### src/rtl/exec_sequencer.sv
// exec_sequencer: multi-cycle control FSM for the 16-bit execution block.
// Fetches one- or two-word instructions, drives opcode/register fields to the
// execution block and sequences writeback, data-memory and I/O phases, jumps,
// CALL/RET through a small return-address stack, and HLT.
//
// Opcode map (op = word0[15:10]):
//   00xxxx  ALU ops (000xxx) and immediate ops (001xxx), flags written in WB
//   001110  LD  (immediate word = address, two-word)
//   001111  ST  (immediate word = address, two-word)
//   010000  MOV       010001  NOP       010010  CALL      010011  RET
//   010100  HLT       010110  IN        010111  OUT
//   011001..011011  shifts (flags written in WB)
//   011000  JMP       011100 JV  011101 JNV  011110 JZ  011111 JNZ
//   anything else behaves as NOP
module exec_sequencer #(
  parameter int PC_W        = 8,
  parameter int STACK_DEPTH = 4,
  parameter int RESET_PC    = 0
) (
  input  logic            clk,
  input  logic            reset,
  output logic [PC_W-1:0] im_addr,
  output logic            im_req,
  input  logic [15:0]     im_data,
  input  logic            im_ack,
  output logic [5:0]      op_dec,
  output logic [2:0]      rd_addr,
  output logic [2:0]      rs_addr,
  output logic [15:0]     ex_data_in,
  input  logic [1:0]      flag_ex,
  output logic            rf_we,
  output logic            dm_re,
  output logic            dm_we,
  input  logic            in_valid,
  input  logic [15:0]     in_data,
  output logic            in_ack,
  output logic            out_valid,
  input  logic            out_ready,
  output logic            halted,
  output logic            fault
);

  // Stack pointer counts occupied entries, 0..STACK_DEPTH inclusive.
  localparam int SP_W = $clog2(STACK_DEPTH) + 1;

  localparam logic [5:0] OP_LD   = 6'b001110;
  localparam logic [5:0] OP_ST   = 6'b001111;
  localparam logic [5:0] OP_MOV  = 6'b010000;
  localparam logic [5:0] OP_NOP  = 6'b010001;
  localparam logic [5:0] OP_CALL = 6'b010010;
  localparam logic [5:0] OP_RET  = 6'b010011;
  localparam logic [5:0] OP_HLT  = 6'b010100;
  localparam logic [5:0] OP_IN   = 6'b010110;
  localparam logic [5:0] OP_OUT  = 6'b010111;
  localparam logic [5:0] OP_JMP  = 6'b011000;

  typedef enum logic [2:0] {
    S_FETCH,
    S_FETCH_IMM,
    S_EXEC,
    S_WB,
    S_MEM,
    S_IN_WAIT,
    S_OUT_WAIT,
    S_HALT
  } state_t;

  state_t            state_reg, state_next;
  logic [PC_W-1:0]   pc_reg, pc_next;
  logic [15:4]       ir_reg, ir_next;   // low nibble of word0 carries nothing
  logic [15:0]       imm_reg, imm_next;
  logic [1:0]        flags_reg, flags_next;
  logic [SP_W-1:0]   sp_reg, sp_next;
  logic              fault_reg, fault_next;
  logic              push_en;
  logic [SP_W-1:0]   sp_dec;
  logic [PC_W-1:0]   target;
  logic [5:0]        ir_op;
  logic              jump_taken;
  logic [PC_W-1:0]   stack_mem [STACK_DEPTH];
  logic              unused_bits;

  assign unused_bits = ^im_data[3:0];

  assign ir_op   = ir_reg[15:10];
  assign rd_addr = ir_reg[9:7];
  assign rs_addr = ir_reg[6:4];
  assign im_addr = pc_reg;
  assign fault   = fault_reg;
  assign sp_dec  = sp_reg - SP_W'(1);
  assign target  = imm_reg[PC_W-1:0];

  function automatic logic is_two_word(input logic [5:0] op);
    return (op[5:3] == 3'b001) || (op == OP_JMP) ||
           (op[5:2] == 4'b0111) || (op == OP_CALL);
  endfunction

  // Conditional jump predicate from the latched flags; op[1:0] picks the test.
  always_comb begin
    jump_taken = 1'b0;
    case (ir_op[1:0])
      2'b00: jump_taken = flags_reg[0];
      2'b01: jump_taken = !flags_reg[0];
      2'b10: jump_taken = flags_reg[1];
      2'b11: jump_taken = !flags_reg[1];
      default: jump_taken = 1'b0;
    endcase
  end

  // Architectural state register; reset aborts any instruction in flight.
  always_ff @(posedge clk or negedge reset) begin
    if (!reset) begin
      state_reg <= S_FETCH;
      pc_reg    <= PC_W'(RESET_PC);
      ir_reg    <= '0;
      imm_reg   <= '0;
      flags_reg <= '0;
      sp_reg    <= '0;
      fault_reg <= 1'b0;
    end else begin
      state_reg <= state_next;
      pc_reg    <= pc_next;
      ir_reg    <= ir_next;
      imm_reg   <= imm_next;
      flags_reg <= flags_next;
      sp_reg    <= sp_next;
      fault_reg <= fault_next;
    end
  end

  // Return-address stack storage; pushes only happen from EXEC of a CALL.
  always_ff @(posedge clk) begin
    if (push_en) begin
      stack_mem[sp_reg[SP_W-2:0]] <= pc_reg;
    end
  end

  // Next-state and output decode for every sequencer state.
  always_comb begin
    state_next = state_reg;
    pc_next    = pc_reg;
    ir_next    = ir_reg;
    imm_next   = imm_reg;
    flags_next = flags_reg;
    sp_next    = sp_reg;
    fault_next = fault_reg;
    push_en    = 1'b0;
    im_req     = 1'b0;
    op_dec     = OP_NOP;
    ex_data_in = imm_reg;
    rf_we      = 1'b0;
    dm_re      = 1'b0;
    dm_we      = 1'b0;
    in_ack     = 1'b0;
    out_valid  = 1'b0;
    halted     = 1'b0;

    case (state_reg)
      S_FETCH: begin
        im_req = 1'b1;
        if (im_ack) begin
          ir_next    = im_data[15:4];
          pc_next    = pc_reg + PC_W'(1);
          state_next = is_two_word(im_data[15:10]) ? S_FETCH_IMM : S_EXEC;
        end
      end

      S_FETCH_IMM: begin
        im_req = 1'b1;
        if (im_ack) begin
          imm_next   = im_data;
          pc_next    = pc_reg + PC_W'(1);
          state_next = S_EXEC;
        end
      end

      S_EXEC: begin
        op_dec     = ir_op;
        state_next = S_FETCH;
        casez (ir_op)
          OP_LD, OP_ST:                      state_next = S_MEM;
          6'b00????:                         state_next = S_WB;
          OP_MOV, 6'b011001, 6'b011010,
          6'b011011:                         state_next = S_WB;
          OP_IN:                             state_next = S_IN_WAIT;
          OP_OUT:                            state_next = S_OUT_WAIT;
          OP_JMP:                            pc_next = target;
          6'b0111??: begin
            if (jump_taken) begin
              pc_next = target;
            end
          end
          OP_CALL: begin
            if (sp_reg == SP_W'(STACK_DEPTH)) begin
              fault_next = 1'b1;
              state_next = S_HALT;
            end else begin
              push_en = 1'b1;
              sp_next = sp_reg + SP_W'(1);
              pc_next = target;
            end
          end
          OP_RET: begin
            if (sp_reg == '0) begin
              fault_next = 1'b1;
              state_next = S_HALT;
            end else begin
              pc_next = stack_mem[sp_dec[SP_W-2:0]];
              sp_next = sp_dec;
            end
          end
          OP_HLT:                            state_next = S_HALT;
          default:                           state_next = S_FETCH;
        endcase
      end

      S_WB: begin
        rf_we = 1'b1;
        if ((ir_op[5:4] == 2'b00) || (ir_op[5:2] == 4'b0110)) begin
          flags_next = flag_ex;
        end
        state_next = S_FETCH;
      end

      S_MEM: begin
        if (ir_op == OP_LD) begin
          dm_re      = 1'b1;
          state_next = S_WB;
        end else begin
          dm_we      = 1'b1;
          state_next = S_FETCH;
        end
      end

      S_IN_WAIT: begin
        op_dec     = OP_IN;
        ex_data_in = in_data;
        if (in_valid) begin
          in_ack     = 1'b1;
          state_next = S_WB;
        end
      end

      S_OUT_WAIT: begin
        out_valid = 1'b1;
        if (out_ready) begin
          state_next = S_FETCH;
        end
      end

      S_HALT: begin
        halted = 1'b1;
      end

      default: state_next = S_FETCH;
    endcase
  end

endmodule

### config.mk
export PLATFORM = sky130hd
export DESIGN_NAME = exec_sequencer
export DESIGN_NICKNAME = d
export VERILOG_FILES = /design/src/rtl/exec_sequencer.sv
export SDC_FILE = /design/constraint.sdc
export NUM_CORES = 1
export LEC_CHECK = 0
export BUFFER_PORTS_ARGS = -buffer_cell sky130_fd_sc_hd__buf_2
export CAP_MARGIN = 20
export CELL_PAD_IN_SITES_DETAIL_PLACEMENT = 1
export CELL_PAD_IN_SITES_GLOBAL_PLACEMENT = 1
export CORE_MARGIN = 3
export CORE_UTILIZATION = 25
export CTS_CLUSTER_SIZE = 16
export DETAILED_ROUTE_END_ITERATION = 8
export PLACE_DENSITY_LB_ADDON = 0.1
export SYNTH_ARGS = -nofsm -noshare
export SYNTH_HDL_FRONTEND = slang
export SYNTH_SLANG_ARGS = --single-unit
### constraint.sdc
create_clock -name clk -period 2.4 [get_ports clk]
set_input_delay 0.48 -clock clk [delete_from_list [all_inputs] [get_ports clk]]
set_output_delay 0.48 -clock clk [all_outputs]
set_load 0.02 [all_outputs]
Word-level counts from Yosys, hierarchy flattened --
Memories as Yosys holds them, arrays and structs flattened. Cells that the tools add are included.
Word-level totals: output and inout port bits 44, memories 1, input port bits 39, register bits after elaboration 45, RAM bits 32, word-level logic and storage cells 121
Memories:
- stack_mem | words 4, width 8, read ports 1, clocked after Yosys merged registers in 0, wr ports 1, line 80 | logic [PC_W-1:0] stack_mem [STACK_DEPTH];
Operators by class: multiplexer cells 43, $add $sub $neg 3, eq/ne operators 43, reductions and logical operators 23, bitwise gates (word level) 1
Operator list (count):
- 6-bit by 5-bit == test with 1-bit output (second input constant) | 12
- 8-bit two-way mux | 5
- 8-bit one-hot mux with 4 select lines | 1
- 3-bit two-way mux | 9
- 3-bit one-hot mux with 7 select lines | 1
- 1-bit two-way mux | 18
- 2-bit inequality test (second input constant) | 9
- 3-bit one-hot mux with 6 select lines | 1
- 16-bit two-way mux | 1
- 8-bit one-hot mux with 2 select lines | 1
- 3-bit == test (second input constant) | 5
- 5-bit AND reduction | 3
- 4-bit by 3-bit == test with 1-bit output (second input constant) | 3
- 6-bit by 4-bit == test with 1-bit output (second input constant) | 2
- 6-bit one-hot mux with 2 select lines | 1
- 3-bit inequality test (second input constant) | 3
- 8-bit by 1-bit adder with 8-bit output (second input constant) | 1
- 7-bit AND reduction | 1
- 7-bit nonzero test | 1
- 3-bit by 1-bit == test with 1-bit output (second input constant) | 2
- 3-bit by 2-bit == test with 1-bit output (second input constant) | 2
- 3-bit zero test | 2
- 3-bit one-hot mux with 2 select lines | 1
- 2-bit AND reduction | 3
- 16 further kinds | 25

Longest topological paths before layout --
depth after elaboration 7, mapped depth 8

Worst setup path after synthesis --
Ideal clock, no wire load.
path type flip-flop to flip-flop, start register sp_reg[0], end register pc_reg[4], in the netlist im_addr[4], arrival time 2.122 ns, data required time 2.275 ns, library setup time 0.125 ns, stages on the path, launching flop included 9, path slack 0.153 ns, buffers on the path 2, cells stage by stage dfrtp_1 buf_2 inv_1 ha_1 buf_1 mux4_2 mux2_4 a21oi_2 o21ai_1
Between the ends: word-level cells in the longest chain between the ends 6, elaborated cells on any way between the ends 11, those cells by class 1 x add/sub; 3 x eq/ne; 4 x mux; 2 x reduce/logical; 1 x memory
RTL lines:
- start: declaration | line 73 | logic [SP_W-1:0] sp_reg, sp_next;
- start signal: assignment | line 126 | sp_reg <= sp_next;
- 3-bit by 1-bit subtractor with 3-bit output | line 90 | assign sp_dec = sp_reg - SP_W'(1);
- memory read 4 x 8 bit
- 8-bit two-way mux | line 204 | if (sp_reg == '0) begin
- 8-bit one-hot mux with 4 select lines | line 180 | casez (ir_op)
- 8-bit two-way mux | line 180
- 8-bit one-hot mux with 2 select lines | line 158 | case (state_reg)
- end signal: assignment | line 114 | pc_reg <= PC_W'(RESET_PC);
- end signal: assignment | line 122 | pc_reg <= pc_next;
- end: declaration | line 69 | logic [PC_W-1:0] pc_reg, pc_next;
Parallel ways exist; a longest one is shown, timed or not. The select of a mux whose other input is x is not followed. A chain may end at the register's enable or synchronous reset.

Worst setup path in the final report --
start register state_reg[1], end output port ex_data_in[15]
Between the ends: word-level cells in the longest chain between the ends 2
RTL lines:
- start: declaration | line 68 | state_t state_reg, state_next;
- start signal: assignment | line 121 | state_reg <= state_next;
- 3-bit == test | line 158
- 16-bit two-way mux | line 158
- end: declaration | line 29 | output logic [15:0] ex_data_in,
No other way between the ends.

==> results.txt <==
Avg Inst Size Synth: 12.5 um^2
max-cap violations: 0
sequential share of the synthesized area: 52.0%
final net count: 452
final hold violation count: 0
Fmax achieved: 0.432 GHz
fraction of layout cells with a size suffix above 1: 44.2%
Mapped Cells: 322
Final Worst Setup Slack: 0.0841 ns
insertion delay to the later sink of the worst-skew pair: 0.34 ns
worst hold path class: input pin to async pin
Hold Slack: 0.0692 ns
R2R depth: 4
Clock Sinks: 77
Mapped Nets: 367
wire per inst: 17.4 um
starting density of the core: 26.0%
Reg2Reg Launch Point: ir_reg[15]
Crit. End Element: primary output
Largest register FFs: 32
Yosys cell types: 54
fin. max-slew vios: 0
status: complete, no violations
RSZ-0062 raised after global routing: no
clock slew at reported path FFs: 0.07 ns
end of the critical path: ex_data_in[15]
non-filler cells, final: 623
CP cell instances: buf_4 > nor2_4 > nand2_1 > buf_12 > mux2_2 > buf_2
synthesized cell area: 4010 um^2
H-Tree Depth: 3
Max VDD drop: 0.475 mV
ANT nets after route: 0
routed via count: 2867
synth top area cells: dfrtp_1 28%, edfxtp_1 24%, mux2_2 12%
largest net degree at the start of global routing: 20
slowest stage delay, CP: 0.41 ns
setup violators final: 0
CP arrival: 1.84 ns
Die Ht: 133 um
Post-Layout Inst Area: 4990 um^2
Synth top area share: 28.1%
CP startpoint kind: register
leakage: 2.10 nW
Period Utilization, post-route: 96.5%
crit path time final: 2.32 ns
root buf cell: clkbuf_16
hpwl dp: 8050 um
num rows: 45
Slew Limit Headroom: 58.9%
Async SR Flop Fraction: 58.4%
first-pass GRT wire length: 17300 um
Worst Tran Pin Value: 0.617 ns
Ports: 83
Setup WS pre-CTS: 0.212 ns
initial antenna violation count: 0
PortBufs: 82
crit path from: state_reg[1]
routed wire length: 10800 um
Yosys reg bits: 77
Remaining DRCs: 0
prevailing post-synth register cell: dfrtp_1
Worst Path Required: 1.92 ns
PwrDens: 1340 nW/um^2
top post-synthesis cells by count: 45 x dfrtp_1, 43 x mux2_2, 32 x edfxtp_1
Synth area leader: dfrtp_1
clk buf depth: 2
DR iter-0 viols: 122
most frequent cell after synthesis: dfrtp_1
core area: 15400 um^2
Setup Skew: 0.00653 ns
number of global-route vias before repair: 3033
Syn. warnings: 0
routability cong.: 0.750
Reg2Reg Setup Slack: 0.26 ns
setup TNS: 0 ns
CTS tree: built
Die W: 133 um
Area growth, synth to finish: 24.4%
Post-CTS Setup Inserts: 0
EDFF count, synth: 32
Post-CTS Hold Buffers: 0
Tot GR Track Use: 12.6%
DR pass1 iterations: 4
ANT cells: 0
reg-to-reg endpoint: stack_mem[3][4]
GRT overflow: 0
CTS buffer count: 9
placed cell count: 607
CP Class: register to primary output
worst-path fanout max: 18
crit path max-delay cell type: dfrtp_1
Vias/cell: 4.60
Post-Place Cell Area: 4680 um^2
Die ar.: 17600 um^2
## critical path, delay by kind of cell (launching register included)
family | cells | cell delay, ns
buf+inv | 3 | 0.53
flops | 1 | 0.41
mux | 1 | 0.27
simple gates | 2 | 0.27
## cell usage in the layout (no fill, tap or decap), types with 4 or more instances in the layout
cell type,Yosys,routed
nor2_1,20,19
clkbuf_16,0,9
dfrtp_1,45,44
inv_1,10,9
edfxtp_1,32,32
nor3_1,10,10
buf_4,8,17
a21oi_1,9,9
mux2i_1,8,8
inv_6,0,4
and2_1,4,4
mux2_2,43,43
nand3_1,7,7
and3_1,8,8
mux4_2,8,8
o21ai_0,12,12
nand2_1,10,10
ha_1,6,6
buf_2,7,82
## logic make-up after synthesis
| group | after synthesis | synth area share, % |
|---|---|---|
| xor+xnor | 4 | 0.873 |
| simple gates | 81 | 11.2 |
| fa+ha+maj | 6 | 1.87 |
| compound gates | 56 | 9.66 |
| mux | 62 | 19.7 |
| buf+inv | 36 | 4.71 |
| flops | 77 | 52.0 |
## per-layer routing
layer	wire, um	vias up	share of wire (%)	track usage [%]
met1	5690	1428	53	18.4
met2	4540	66	42	18.3
li1	-	1365	-	-
met4	141	0	1.3	3.81
met3	451	8	4.2	3.38
met5	0	-	0	0
## through the flow
| stage | power [mW] | utilization [%] |
|---|---|---|
| CTS | 6.76 | 32.2 |
| floorplan | 4.42 | - |
| detailed placement | 5.38 | 30.4 |
| global route | 7.17 | 32.4 |
| finish | 6.67 | 32.4 |
| global placement | 5.36 | 30.4 |
## how the worst min path moves through the flow
| stage | startpoint | to | slack (ns) | cells after the start |
|---|---|---|---|---|
| finish | reset | imm_reg[15] | 0.07 | 1 |
| global route | reset | imm_reg[15] | 0.09 | 1 |
| CTS | reset | imm_reg[15] | 0.07 | 1 |
| detailed placement | reset | imm_reg[15] | 0.45 | 1 |
| global placement | reset | imm_reg[15] | 0.45 | 1 |
| floorplan | reset | fault | 0.18 | 0 |
## where the power goes
part	switching [mW]	internal, mW	leakage (nW)	total, mW
Combinational	1.68	1.36	1.13	3.04
Sequential	0.472	1.83	0.833	2.30
Clock	0.607	0.725	0.139	1.33
Total	2.76	3.91	2.10	6.67
## final cells by class
cell class | instances | area (um^2)
Fill cell | 1721 | 10400
Sequential cell | 77 | 2090
Multi-Input combinational cell | 209 | 1760
Timing Repair Buffer | 100 | 558
Tap cell | 211 | 264
Clock buffer | 9 | 225
Clock inverter | 7 | 62.6
Inverter | 10 | 37.5
## timing repair
action | in CTS | in global routing
endpoints found under the setup margin | 15 | 17
gates resized for setup | 1 | 4
hold endpoints to repair | 0 | 0
(Power assumes the default switching activity.)
